File: src/rtl/mem_port_arbiter_pkg.sv
// Shared constants for the memory-port arbiter: stall bit positions and patterns,
// FSM state encodings and the grant owner type.
package mem_port_arbiter_pkg;

    localparam int STALL_PC_BIT  = 0;
    localparam int STALL_IF_BIT  = 1;
    localparam int STALL_ID_BIT  = 2;
    localparam int STALL_EX_BIT  = 3;
    localparam int STALL_MEM_BIT = 4;
    localparam int STALL_WB_BIT  = 5;

    localparam logic [5:0] STALL_NONE     = 6'b000000;
    localparam logic [5:0] STALL_FETCH    = 6'(1 << STALL_PC_BIT) | 6'(1 << STALL_IF_BIT);
    localparam logic [5:0] STALL_LOAD_USE = STALL_FETCH | 6'(1 << STALL_ID_BIT);
    localparam logic [5:0] STALL_MEM      = STALL_LOAD_USE | 6'(1 << STALL_EX_BIT)
                                          | 6'(1 << STALL_MEM_BIT);

    localparam logic [31:0] ZeroWord = 32'h0000_0000;

    typedef enum logic [1:0] {
        ST_IDLE     = 2'd0,
        ST_IF_XFER  = 2'd1,
        ST_MEM_XFER = 2'd2,
        ST_RESP     = 2'd3
    } arb_state_t;

    typedef enum logic {
        GNT_IF  = 1'b0,
        GNT_MEM = 1'b1
    } grant_t;

endpackage

File: src/rtl/mem_port_arbiter_timeout_counter.sv
// Counts non-acknowledged bus cycles; last_o flags the final allowed cycle,
// expire_o holds once the limit has been reached.
module timeout_counter #(
    parameter int TIMEOUT = 255
) (
    input  logic clk,
    input  logic rst,
    input  logic clear_i,
    input  logic en_i,
    output logic last_o,
    output logic expire_o
);

    localparam int CW = $clog2(TIMEOUT + 1);
    localparam logic [CW-1:0] LIMIT    = CW'(TIMEOUT);
    localparam logic [CW-1:0] LIMIT_M1 = CW'(TIMEOUT - 1);

    logic [CW-1:0] cnt_q, cnt_d;

    always_comb begin
        cnt_d = cnt_q;
        if (clear_i) begin
            cnt_d = '0;
        end else if (en_i && (cnt_q != LIMIT)) begin
            cnt_d = cnt_q + 1'b1;
        end
    end

    always_ff @(posedge clk) begin
        if (rst) begin
            cnt_q <= '0;
        end else begin
            cnt_q <= cnt_d;
        end
    end

    assign last_o   = en_i && (cnt_q == LIMIT_M1);
    assign expire_o = (cnt_q == LIMIT);

endmodule

File: src/rtl/mem_port_arbiter.sv
// Arbitrates the single memory bus between fetch and load/store, with alternating
// priority, bus timeout, fetch discard on flush, and the pipeline stall vector.
module mem_port_arbiter
    import mem_port_arbiter_pkg::*;
#(
    parameter int TIMEOUT = 255
) (
    input  logic        clk,
    input  logic        rst,
    input  logic        if_req_i,
    input  logic [31:0] if_addr_i,
    output logic        if_ack_o,
    output logic [31:0] if_rdata_o,
    input  logic        mem_req_i,
    input  logic        mem_we_i,
    input  logic [31:0] mem_addr_i,
    input  logic [31:0] mem_wdata_i,
    input  logic [3:0]  mem_be_i,
    output logic        mem_ack_o,
    output logic [31:0] mem_rdata_o,
    input  logic        id_stallreq_i,
    input  logic        flush_i,
    output logic        bus_req_o,
    output logic        bus_we_o,
    output logic [31:0] bus_addr_o,
    output logic [31:0] bus_wdata_o,
    output logic [3:0]  bus_be_o,
    input  logic        bus_ack_i,
    input  logic [31:0] bus_rdata_i,
    output logic        bus_err_o,
    output logic [5:0]  stall_o
);

    arb_state_t  state_q, state_d;
    grant_t      owner_q, owner_d;
    grant_t      last_q, last_d;
    logic        discard_q, discard_d;
    logic        bus_req_q, bus_req_d;
    logic        we_q, we_d;
    logic [31:0] addr_q, addr_d;
    logic [31:0] wdata_q, wdata_d;
    logic [3:0]  be_q, be_d;
    logic        err_q, err_d;
    logic [31:0] rdata_q, rdata_d;
    logic        in_xfer, to_last, to_expire;

    assign in_xfer = (state_q == ST_IF_XFER) || (state_q == ST_MEM_XFER);

    timeout_counter #(
        .TIMEOUT (TIMEOUT)
    ) u_timeout (
        .clk      (clk),
        .rst      (rst),
        .clear_i  (!in_xfer),
        .en_i     (in_xfer && bus_req_q && !bus_ack_i),
        .last_o   (to_last),
        .expire_o (to_expire)
    );

    always_comb begin
        state_d   = state_q;
        owner_d   = owner_q;
        last_d    = last_q;
        discard_d = discard_q;
        bus_req_d = bus_req_q;
        we_d      = we_q;
        addr_d    = addr_q;
        wdata_d   = wdata_q;
        be_d      = be_q;
        err_d     = 1'b0;
        rdata_d   = rdata_q;
        case (state_q)
            ST_IDLE: begin
                discard_d = 1'b0;
                // On contention MEM wins unless it was the last one served.
                if (mem_req_i && (!if_req_i || (last_q == GNT_IF))) begin
                    state_d   = ST_MEM_XFER;
                    owner_d   = GNT_MEM;
                    bus_req_d = 1'b1;
                    we_d      = mem_we_i;
                    addr_d    = mem_addr_i;
                    wdata_d   = mem_wdata_i;
                    be_d      = mem_be_i;
                end else if (if_req_i) begin
                    state_d   = ST_IF_XFER;
                    owner_d   = GNT_IF;
                    bus_req_d = 1'b1;
                    we_d      = 1'b0;
                    addr_d    = if_addr_i;
                    wdata_d   = ZeroWord;
                    be_d      = 4'hF;
                end
            end
            ST_IF_XFER, ST_MEM_XFER: begin
                if (bus_req_q && bus_ack_i) begin
                    rdata_d   = bus_rdata_i;
                    bus_req_d = 1'b0;
                    state_d   = ST_RESP;
                end else if (to_expire) begin
                    rdata_d = ZeroWord;
                    state_d = ST_RESP;
                end else if (to_last) begin
                    // Drop the request with the error pulse; RESP follows next cycle.
                    err_d     = 1'b1;
                    bus_req_d = 1'b0;
                end
                if ((state_q == ST_IF_XFER) && flush_i) begin
                    discard_d = 1'b1;
                end
            end
            ST_RESP: begin
                last_d    = owner_q;
                discard_d = 1'b0;
                state_d   = ST_IDLE;
            end
            default: state_d = ST_IDLE;
        endcase
    end

    always_ff @(posedge clk) begin
        if (rst) begin
            state_q   <= ST_IDLE;
            owner_q   <= GNT_IF;
            last_q    <= GNT_IF;
            discard_q <= 1'b0;
            bus_req_q <= 1'b0;
            we_q      <= 1'b0;
            addr_q    <= ZeroWord;
            wdata_q   <= ZeroWord;
            be_q      <= 4'h0;
            err_q     <= 1'b0;
        end else begin
            state_q   <= state_d;
            owner_q   <= owner_d;
            last_q    <= last_d;
            discard_q <= discard_d;
            bus_req_q <= bus_req_d;
            we_q      <= we_d;
            addr_q    <= addr_d;
            wdata_q   <= wdata_d;
            be_q      <= be_d;
            err_q     <= err_d;
        end
    end

    always_ff @(posedge clk) begin
        rdata_q <= rdata_d;
    end

    // A flush landing in the RESP cycle itself must still hide the fetch ack.
    assign if_ack_o    = !rst && (state_q == ST_RESP) && (owner_q == GNT_IF)
                         && !discard_q && !flush_i;
    assign mem_ack_o   = !rst && (state_q == ST_RESP) && (owner_q == GNT_MEM);
    assign if_rdata_o  = if_ack_o  ? rdata_q : ZeroWord;
    assign mem_rdata_o = mem_ack_o ? rdata_q : ZeroWord;

    assign bus_req_o   = bus_req_q;
    assign bus_we_o    = we_q;
    assign bus_addr_o  = addr_q;
    assign bus_wdata_o = wdata_q;
    assign bus_be_o    = be_q;
    assign bus_err_o   = err_q;

    always_comb begin
        stall_o = STALL_NONE;
        if (rst) begin
            stall_o = STALL_NONE;
        end else if (mem_req_i && !mem_ack_o) begin
            stall_o = STALL_MEM;
        end else if (id_stallreq_i) begin
            stall_o = STALL_LOAD_USE;
        end else if (if_req_i && !if_ack_o && !flush_i) begin
            stall_o = STALL_FETCH;
        end
    end

endmodule

File: config.mk
export PLATFORM = sky130hd
export DESIGN_NAME = mem_port_arbiter
export DESIGN_NICKNAME = d
export VERILOG_FILES = /design/src/rtl/mem_port_arbiter_pkg.sv /design/src/rtl/mem_port_arbiter_timeout_counter.sv /design/src/rtl/mem_port_arbiter.sv
export SDC_FILE = /design/constraint.sdc
export NUM_CORES = 1
export LEC_CHECK = 0
export ABC_CLOCK_PERIOD_IN_PS = 4600
export CORE_MARGIN = 3
export CORE_UTILIZATION = 39
export CTS_CLUSTER_SIZE = 14
export DETAILED_ROUTE_END_ITERATION = 16
export GPL_TIMING_DRIVEN = 0
export PLACE_DENSITY = 0.91
export SLEW_MARGIN = 20
export SYNTH_ARGS = -nofsm -noshare
export SYNTH_HDL_FRONTEND = slang
export SYNTH_SLANG_ARGS = --single-unit
File: constraint.sdc
create_clock -name clk -period 4.6 [get_ports clk]
set_input_delay 0.92 -clock clk [delete_from_list [all_inputs] [get_ports clk]]
set_output_delay 0.92 -clock clk [all_outputs]
set_load 0.05 [all_outputs]
[After elaboration in Yosys (flattened, before gate mapping)]
Cells that the tools add are included.
Word-level totals
  bits in registers: 116
  input port bits: 140
  output and inout bits: 143
  logic and storage cells: 95
Cells by class
  add/subtract/negate cells: 1
  equality and inequality tests: 11
  multiplexer cells: 31
  bitwise gates (word level): 4
  reductions and logical operators: 36
Operator list (number)
  2-to-1 mux 32 bit: 8
  equality test 8 bit (second input constant): 2
  logical AND 1 bit: 15
  inequality test 3 bit (second input constant): 4
  2-to-1 mux 1 bit: 10
  2-to-1 mux 2 bit: 5
  2-to-1 mux 5 bit: 2
  adder 8 x 1 -> 8 bit (second input constant): 1
  2-to-1 mux 4 bit: 2
  inequality test 8 bit (second input constant): 1
  logical NOT 1 bit: 7
  case mux 2 bit (3 select lines): 1
  AND reduction 2 bit: 3
  nonzero test 2 bit: 3
  OR reduction 2 bit: 3
  equality test 2 bit (second input constant): 2
  inverter 1 bit: 4
  case mux 1 bit (2 select lines): 2
  AND reduction 4 bit: 1
  OR reduction 4 bit: 1
  2-to-1 mux 3 bit: 1
  equality test 2 x 1 -> 1 bit (second input constant): 1
  logical NOT 2 bit: 1
  logical OR 1 bit: 2
  inequality test 2 bit (second input constant): 1

[Longest topological paths before layout]
Gate-level depths: netlist of the first run.
  depth in word-level cells: 12
  mapped depth: 7
  gate-level depth less buffers: 6

[Cells and area by module]
From an unflattened synthesis of the first run, not the netlist that was laid out.
Unflattened totals
  cell total of the unflattened synthesis: 557
  area total of the unflattened synthesis: 5385.2 µm²
Modules (own cells, without submodules)
  mem_port_arbiter: instances 1, cells an instance 504, area each 4938.5 µm²
  timeout_counter: instances 1, cells an instance 53, area each 446.7 µm²

[Worst setup path before layout of the first run]
No wires, ideal clock.
  path type: input to output
  start: input port rst
  end: output port stall_o[1]
  arrival: 2.855 ns
  data required time: 3.680 ns
  path slack: 0.825 ns
  stages on the path: 7
  path buffers: 4
  cell sequence: buf_2 nor2_1 and3_1 clkbuf_1 buf_2 o22ai_1 buf_4
Between the ends
  cells in the longest elaborated chain, start to end: 12
Ends and longest elaborated chain
  start, declared: RTL line mem_port_arbiter.sv:9  | input logic rst,
  logical NOT 1 bit: RTL line mem_port_arbiter.sv:151  | assign if_ack_o = !rst && (state_q == ST_RESP) && (owner_q == GNT_IF)
  logical AND 1 bit (2 in a row): RTL line mem_port_arbiter.sv:151
  logical AND 1 bit (2 in a row): RTL line mem_port_arbiter.sv:152  | && !discard_q && !flush_i;
  via if_ack_o: RTL line mem_port_arbiter.sv:12  | output logic if_ack_o,
  logical NOT 1 bit: RTL line mem_port_arbiter.sv:172  | end else if (if_req_i && !if_ack_o && !flush_i) begin
  logical AND 1 bit (2 in a row): RTL line mem_port_arbiter.sv:172
  2-to-1 mux 2 bit: RTL line mem_port_arbiter.sv:172
  2-to-1 mux 3 bit: RTL line mem_port_arbiter.sv:170  | end else if (id_stallreq_i) begin
  2-to-1 mux 5 bit: RTL line mem_port_arbiter.sv:168  | end else if (mem_req_i && !mem_ack_o) begin
  2-to-1 mux 5 bit: RTL line mem_port_arbiter.sv:166  | if (rst) begin
  end, declared: RTL line mem_port_arbiter.sv:31  | output logic [5:0] stall_o
The timed path passes the listed nets, and every way through them passes these cells.

[Worst setup path in the final report of the first run]
  start: input port flush_i
  end: output port if_rdata_o[9]
Between the ends
  cells in the longest elaborated chain, start to end: 3
Ends and longest elaborated chain
  start, declared: RTL line mem_port_arbiter.sv:22  | input logic flush_i,
  logical NOT 1 bit: RTL line mem_port_arbiter.sv:152
  logical AND 1 bit: RTL line mem_port_arbiter.sv:152
  2-to-1 mux 32 bit: RTL line mem_port_arbiter.sv:154  | assign if_rdata_o = if_ack_o ? rdata_q : ZeroWord;
  end, declared: RTL line mem_port_arbiter.sv:13  | output logic [31:0] if_rdata_o,
No other way between the ends.

==> impl_metrics.py, run 1 <==
metrics = {
    "placed_design": {
        "port-buffer-count": 280,
        "gp_congestion": 0.803,
        "hpwl_mm": 12.6,
        "place_inst": 975,
    },
    "synthesis": {
        "synthTopCellsByArea": "dfxtp_1, edfxtp_1, and2_1",
        "async_flop_share_pct": 0,
        "synth_edf_count": 32,
        "synth.top_cell.area_share_pct": 32.5,
        "syn_area_um2": 5170,
        "yosysUniqueCellTypes": 48,
        "yosys_register_bits": 116,
        "synth_warnings": 0,
        "netlist_instances": 523,
        "synth_ff_type": "dfxtp_1",
        "synth_nets": 669,
        "synth_top_area_cell": "dfxtp_1",
        "yosysSeqAreaShare_pct": 51.1,
        "syn_avg_cell_area_um2": 9.89,
    },
    "clock_network": {
        "worstSkewPairLatency_ns": 0.40,
        "cts.sinks": 116,
        "clockBufferDepth": 2,
        "htree_levels": 4,
        "cts-root-buf": "clkbuf_16",
        "holdBufCountCts": 0,
        "cts_tree": "built",
        "cts.repair.resized": 0,
        "cts_inserted_buffers": 17,
        "post-cts-setup-buffers": 0,
        "path_clk_slew_ns": 0.05,
    },
    "die": {
        "dieArea_um2": 14700,
        "ios": 283,
        "fp-row-count": 41,
        "die_x_um": 121,
        "core-area_um2": 12800,
        "die_h_um": 121,
        "start_util_pct": 40.5,
    },
    "global_route": {
        "track_usage_pct": 21.8,
        "antenna_found_initial": 0,
        "grt_max_degree": 33,
        "overflow": 0,
        "grt_pass1_wl_mm": 25.1,
        "grt_pass1_vias": 4979,
    },
    "detailed_routing": {
        "dr.pass1.iters": 4,
        "wl_per_cell_um": 16.3,
        "drc": 0,
        "drtIter0Drc": 237,
        "via_per_inst": 4.92,
        "antenna_left": 0,
        "via_count": 4957,
        "wl_mm": 16.4,
    },
    "timing": {
        "setup_violations": 0,
        "period_share_pct": 90.2,
        "fin_worst_skew_ns": 0.00848,
        "timing.fmax_mhz": 241,
        "tightest_slew_ns": 0.745,
        "setup-tns-final_ns": 0,
        "rsz0062_at_grt": "false",
        "slew_violations": 0,
        "finalHoldViolCount": 0,
        "slew-limit-headroom_pct": 50.4,
        "fin_crit_ns": 4.15,
    },
    "outcome": {
        "status": "finished, final reports clean",
    },
    "layout": {
        "layout_commonest_cell": "clkdlybuf4s50_1",
        "antennaDiodeCount": 0,
        "nets": 968,
        "syn2layout_area_growth_pct": 69.9,
        "drive_gt1_share_pct": 6.71,
        "final_cell_mix": "clkdlybuf4s50_1, nor2_1, dfxtp_1",
        "fin_cells": 1007,
    },
    "pwr": {
        "leakage_nw": 3.48,
        "vdd_ir_drop_max_uv": 273,
        "power.total_mw": 4.56,
        "powerDensity_nw_per_um2": 518,
    },
    "critical_path": {
        "critical_path_arrival_ns": 3.23,
        "startpoint_type": "primary input",
        "path_class": "primary input to output pin",
        "worstSetupEndpointType": "output pin",
        "worst_ep_required_time_ns": 3.68,
        "cp_max_fo": 10,
    },
    "run": {
        "max_cap_viol_count": 0,
    },
    "worst_hold_path": {
        "hp-class": "flop to flop",
    },
}
## cells in the mapped netlist (all sizes together) (2+ instances only)
cell type / n
a22oi: 33
clkbuf: 25
and2: 69
nor3: 5
mux2i: 33
or3: 2
inv: 7
buf: 21
dfxtp: 84
o211ai: 2
edfxtp: 32
ha: 6
o2111ai: 2
and3: 33
nor2: 87
o21ai: 5
xor2: 2
nand3: 2
a211oi: 34
a21oi: 8
nand2: 12
## where the power goes
part | switching [mW] | total [mW] | internal [mW]
logic | 1.21 | 1.87 | 0.657
clock network | 0.486 | 1.32 | 0.834
registers | 0.104 | 1.37 | 1.26
total | 1.80 | 4.56 | 2.75
## kinds of logic after synthesis
| kind of cell | synth area share [%] |
|---|---|
| adder cells (fa/ha/maj) | 1.45 |
| buffers and inverters | 5.11 |
| other | 0.0725 |
| AND/OR/NAND/NOR | 22.1 |
| multiplexers | 6.39 |
| flip-flops | 51.1 |
| XOR/XNOR | 0.508 |
| AO/OA/AOI/OAI | 13.3 |
## registers in the layout, summed over array words and instances, names as in the netlist
| signal | cells |
|---|---|
| bus_err_o | 1 |
| bus_wdata_o | 32 |
| u_timeout.cnt_q | 8 |
| bus_be_o | 4 |
| bus_addr_o | 32 |
| state_q | 2 |
| bus_req_o | 1 |
| rdata_q | 32 |
| last_q | 1 |
| owner_q | 1 |
| bus_we_o | 1 |
| discard_q | 1 |
## final cells by class
type / count / area, um^2
Buffer: 46 / 238
Clock buffer: 18 / 450
Clock inverter: 14 / 149
Fill cell: 960 / 3990
Inverter: 7 / 26.3
Multi-Input combinational cell: 354 / 2260
Sequential cell: 116 / 2640
Tap cell: 172 / 215
Timing Repair Buffer: 280 / 2800
## final timing paths
kind / cells after the start / to / slack [ns] / from
max reg2reg: 4 / rdata_q[1] / 2.50 / u_timeout.cnt_q[0]
max: 7 / if_rdata_o[9] / 0.45 / flush_i
min reg2reg: 2 / last_q / 0.48 / last_q
min: 2 / last_q / 0.48 / last_q
## metal layers
layer | up-vias | share of wire (%) | track usage, %
met4 | 0 | 1.7 | 6.44
met2 | 241 | 51 | 39.5
met1 | 2257 | 37 | 23.1
li1 | 2431 | - | -
met5 | - | 0 | 0
met3 | 28 | 10 | 8.86
## worst max-delay path, stage by stage
cell,delay [ns]
clkdlybuf4s50_1,0.43
nor2_1,0.12
and3_1,0.16
clkbuf_1,0.26
clkbuf_1,0.34
and2_1,0.17
clkdlybuf4s50_1,0.83
## stage by stage
stage                     worst slack [ns]  util (%)  instance area [um^2]  hold WS (ns)
after floorplan                      0.825         -                  5170         0.450
after global placement               0.441      64.1                  8190         0.462
after detailed placement             0.457      64.1                  8190         0.465
after CTS                            0.447      68.8                  8790         0.474
after global routing                 0.299      68.8                  8790         0.508
final                                0.449      68.8                  8790         0.475
Power figures use the tool's default switching activity.
==> run 2: changes to the inputs <==
Settings changed: ABC_AREA from default to 1.
==> run 2 against run 1 <==
  * Total power up 0.28%
  * Cell area hardly changed
  * Setup slack worse by 0.22 ns
  * Largest power group unchanged
==> impl_metrics.py, run 2 <==
metrics = {
    "outcome": {
        "status": "finished, final reports clean",
    },
    "timing": {
        "finalHoldViolCount": 0,
        "slew_violations": 0,
        "hold_slack_ns": 0.457,
        "setup_violations": 0,
        "tightest_slew_ns": 0.645,
        "fin_worst_skew_ns": 0.00737,
        "fin_crit_ns": 4.37,
        "rsz0062_at_grt": "false",
        "slew-limit-headroom_pct": 56.9,
        "setup-tns-final_ns": 0,
        "timing.fmax_mhz": 229,
        "period_share_pct": 94.9,
    },
    "global_route": {
        "track_usage_pct": 23.5,
        "grt_pass1_wl_mm": 26.7,
        "grt_max_degree": 18,
        "overflow": 0,
        "antenna_found_initial": 0,
        "grt_pass1_vias": 5451,
    },
    "clock_network": {
        "cts.sinks": 116,
        "cts-root-buf": "clkbuf_16",
        "post-cts-setup-buffers": 0,
        "cts.repair.resized": 0,
        "worstSkewPairLatency_ns": 0.41,
        "clockBufferDepth": 2,
        "path_clk_slew_ns": 0.05,
        "holdBufCountCts": 0,
        "cts_tree": "built",
        "htree_levels": 4,
        "cts_inserted_buffers": 17,
    },
    "synthesis": {
        "synth_nets": 838,
        "syn_avg_cell_area_um2": 7.43,
        "netlist_instances": 692,
        "synth_warnings": 0,
        "yosysSeqAreaShare_pct": 51.4,
        "netlist_top_cells_count": "nand2_1, nor2_1, inv_1",
        "yosys_register_bits": 116,
        "syn_area_um2": 5140,
        "synth_ff_type": "dfxtp_1",
        "yosysMostFrequentCell": "nand2_1",
        "yosysUniqueCellTypes": 24,
        "synth_edf_count": 32,
        "synth_top_area_cell": "dfxtp_1",
        "async_flop_share_pct": 0,
        "synthTopCellsByArea": "dfxtp_1, edfxtp_1, nand2_1",
        "synth.top_cell.area_share_pct": 32.7,
    },
    "die": {
        "ios": 283,
        "core-area_um2": 12800,
        "die_h_um": 121,
        "dieArea_um2": 14600,
        "die_x_um": 121,
        "start_util_pct": 40.3,
        "fp-row-count": 41,
    },
    "detailed_routing": {
        "drtIter0Drc": 282,
        "dr.pass1.iters": 4,
        "via_per_inst": 4.74,
        "via_count": 5580,
        "wl_mm": 17.5,
        "antenna_left": 0,
        "drc": 0,
        "wl_per_cell_um": 14.9,
    },
    "layout": {
        "fillers": 989,
        "final_cell_mix": "clkdlybuf4s50_1, nand2_1, nor2_1",
        "syn2layout_area_growth_pct": 70.8,
        "antennaDiodeCount": 0,
        "finish.utilization_pct": 68.8,
        "nets": 1139,
        "drive_gt1_share_pct": 5.17,
        "layout_commonest_cell": "clkdlybuf4s50_1",
    },
    "critical_path": {
        "worstSetupEndpointType": "output pin",
        "worst_ep_required_time_ns": 3.68,
        "path_class": "primary input to output pin",
        "startpoint_type": "primary input",
        "critical_path_arrival_ns": 3.45,
        "cp_max_fo": 10,
    },
    "placed_design": {
        "hpwl_mm": 13.7,
        "port-buffer-count": 281,
        "gp_congestion": 0.853,
    },
    "pwr": {
        "power.total_mw": 4.57,
        "powerDensity_nw_per_um2": 520,
        "vdd_ir_drop_max_uv": 277,
        "leakage_nw": 3.69,
    },
    "run": {
        "max_cap_viol_count": 0,
    },
    "worst_hold_path": {
        "hp-class": "flop to flop",
    },
}
run 2: metrics by stage:
stage | instances | setup slack [ns] | instance area, um^2
after floorplan | 692 | 1.43 | 5140
after global routing | 1178 | 0.0736 | 8790
after global placement | 1145 | 0.168 | 8170
final | 1178 | 0.233 | 8790
after detailed placement | 1146 | 0.151 | 8210
after CTS | 1178 | 0.153 | 8790
run 2: report_power, final:
group / switching, mW / leakage (nW) / internal (mW) / total, mW
sequential: 0.115 / 0.989 / 1.29 / 1.41
clock: 0.451 / 0.282 / 0.845 / 1.30
combinational: 1.25 / 2.42 / 0.616 / 1.87
total: 1.82 / 3.69 / 2.75 / 4.57
run 2: worst paths after layout:
path | start | to | slack, ns | cells after the start
worst max register to register | u_timeout.cnt_q[1] | rdata_q[31] | 2.54 | 6
worst min register to register | bus_wdata_o[3] | bus_wdata_o[3] | 0.46 | 2
worst min-delay path | bus_wdata_o[3] | bus_wdata_o[3] | 0.46 | 2
worst max-delay path | rst | stall_o[1] | 0.23 | 8
run 2: cells by family (layout without fill, tap and decap cells):
| kind of cell | after synthesis | after routing | share of synthesized area [%] |
|---|---|---|---|
| other | 1 | 1 | 0.0729 |
| adder cells (fa/ha/maj) | 6 | 6 | 1.46 |
| AO/OA/AOI/OAI | 121 | 121 | 12.7 |
| buffers and inverters | 133 | 447 | 10.5 |
| flip-flops | 116 | 116 | 51.4 |
| AND/OR/NAND/NOR | 312 | 312 | 23.4 |
| XOR/XNOR | 3 | 3 | 0.511 |
run 2: final cells by class:
cell class / instances / area, um^2 / area share, %
inverters: 93 / 349 / 3.97
clock inverters: 11 / 135 / 1.54
well taps: 172 / 215 / 2.45
clock buffers: 21 / 440 / 5.01
repair buffers: 282 / 2840 / 32.3
multi-input cells: 443 / 1970 / 22.4
plain buffers: 40 / 191 / 2.18
flip-flops and latches: 116 / 2640 / 30.1
run 2: metal layers:
metal | up-vias | track usage [%] | routed length [um]
met5 | - | 0 | 0
met4 | 0 | 8.85 | 432
met3 | 26 | 9.07 | 1600
met2 | 264 | 43.9 | 9140
met1 | 2511 | 23.3 | 6380
li1 | 2779 | - | -
run 2: critical path: stages:
cell             delay (ns)
clkdlybuf4s50_1        0.45
buf_2                  0.21
inv_1                  0.19
buf_1                  0.38
nand2_1                0.16
nand3_1                0.21
buf_4                  0.14
clkdlybuf4s50_1        0.78
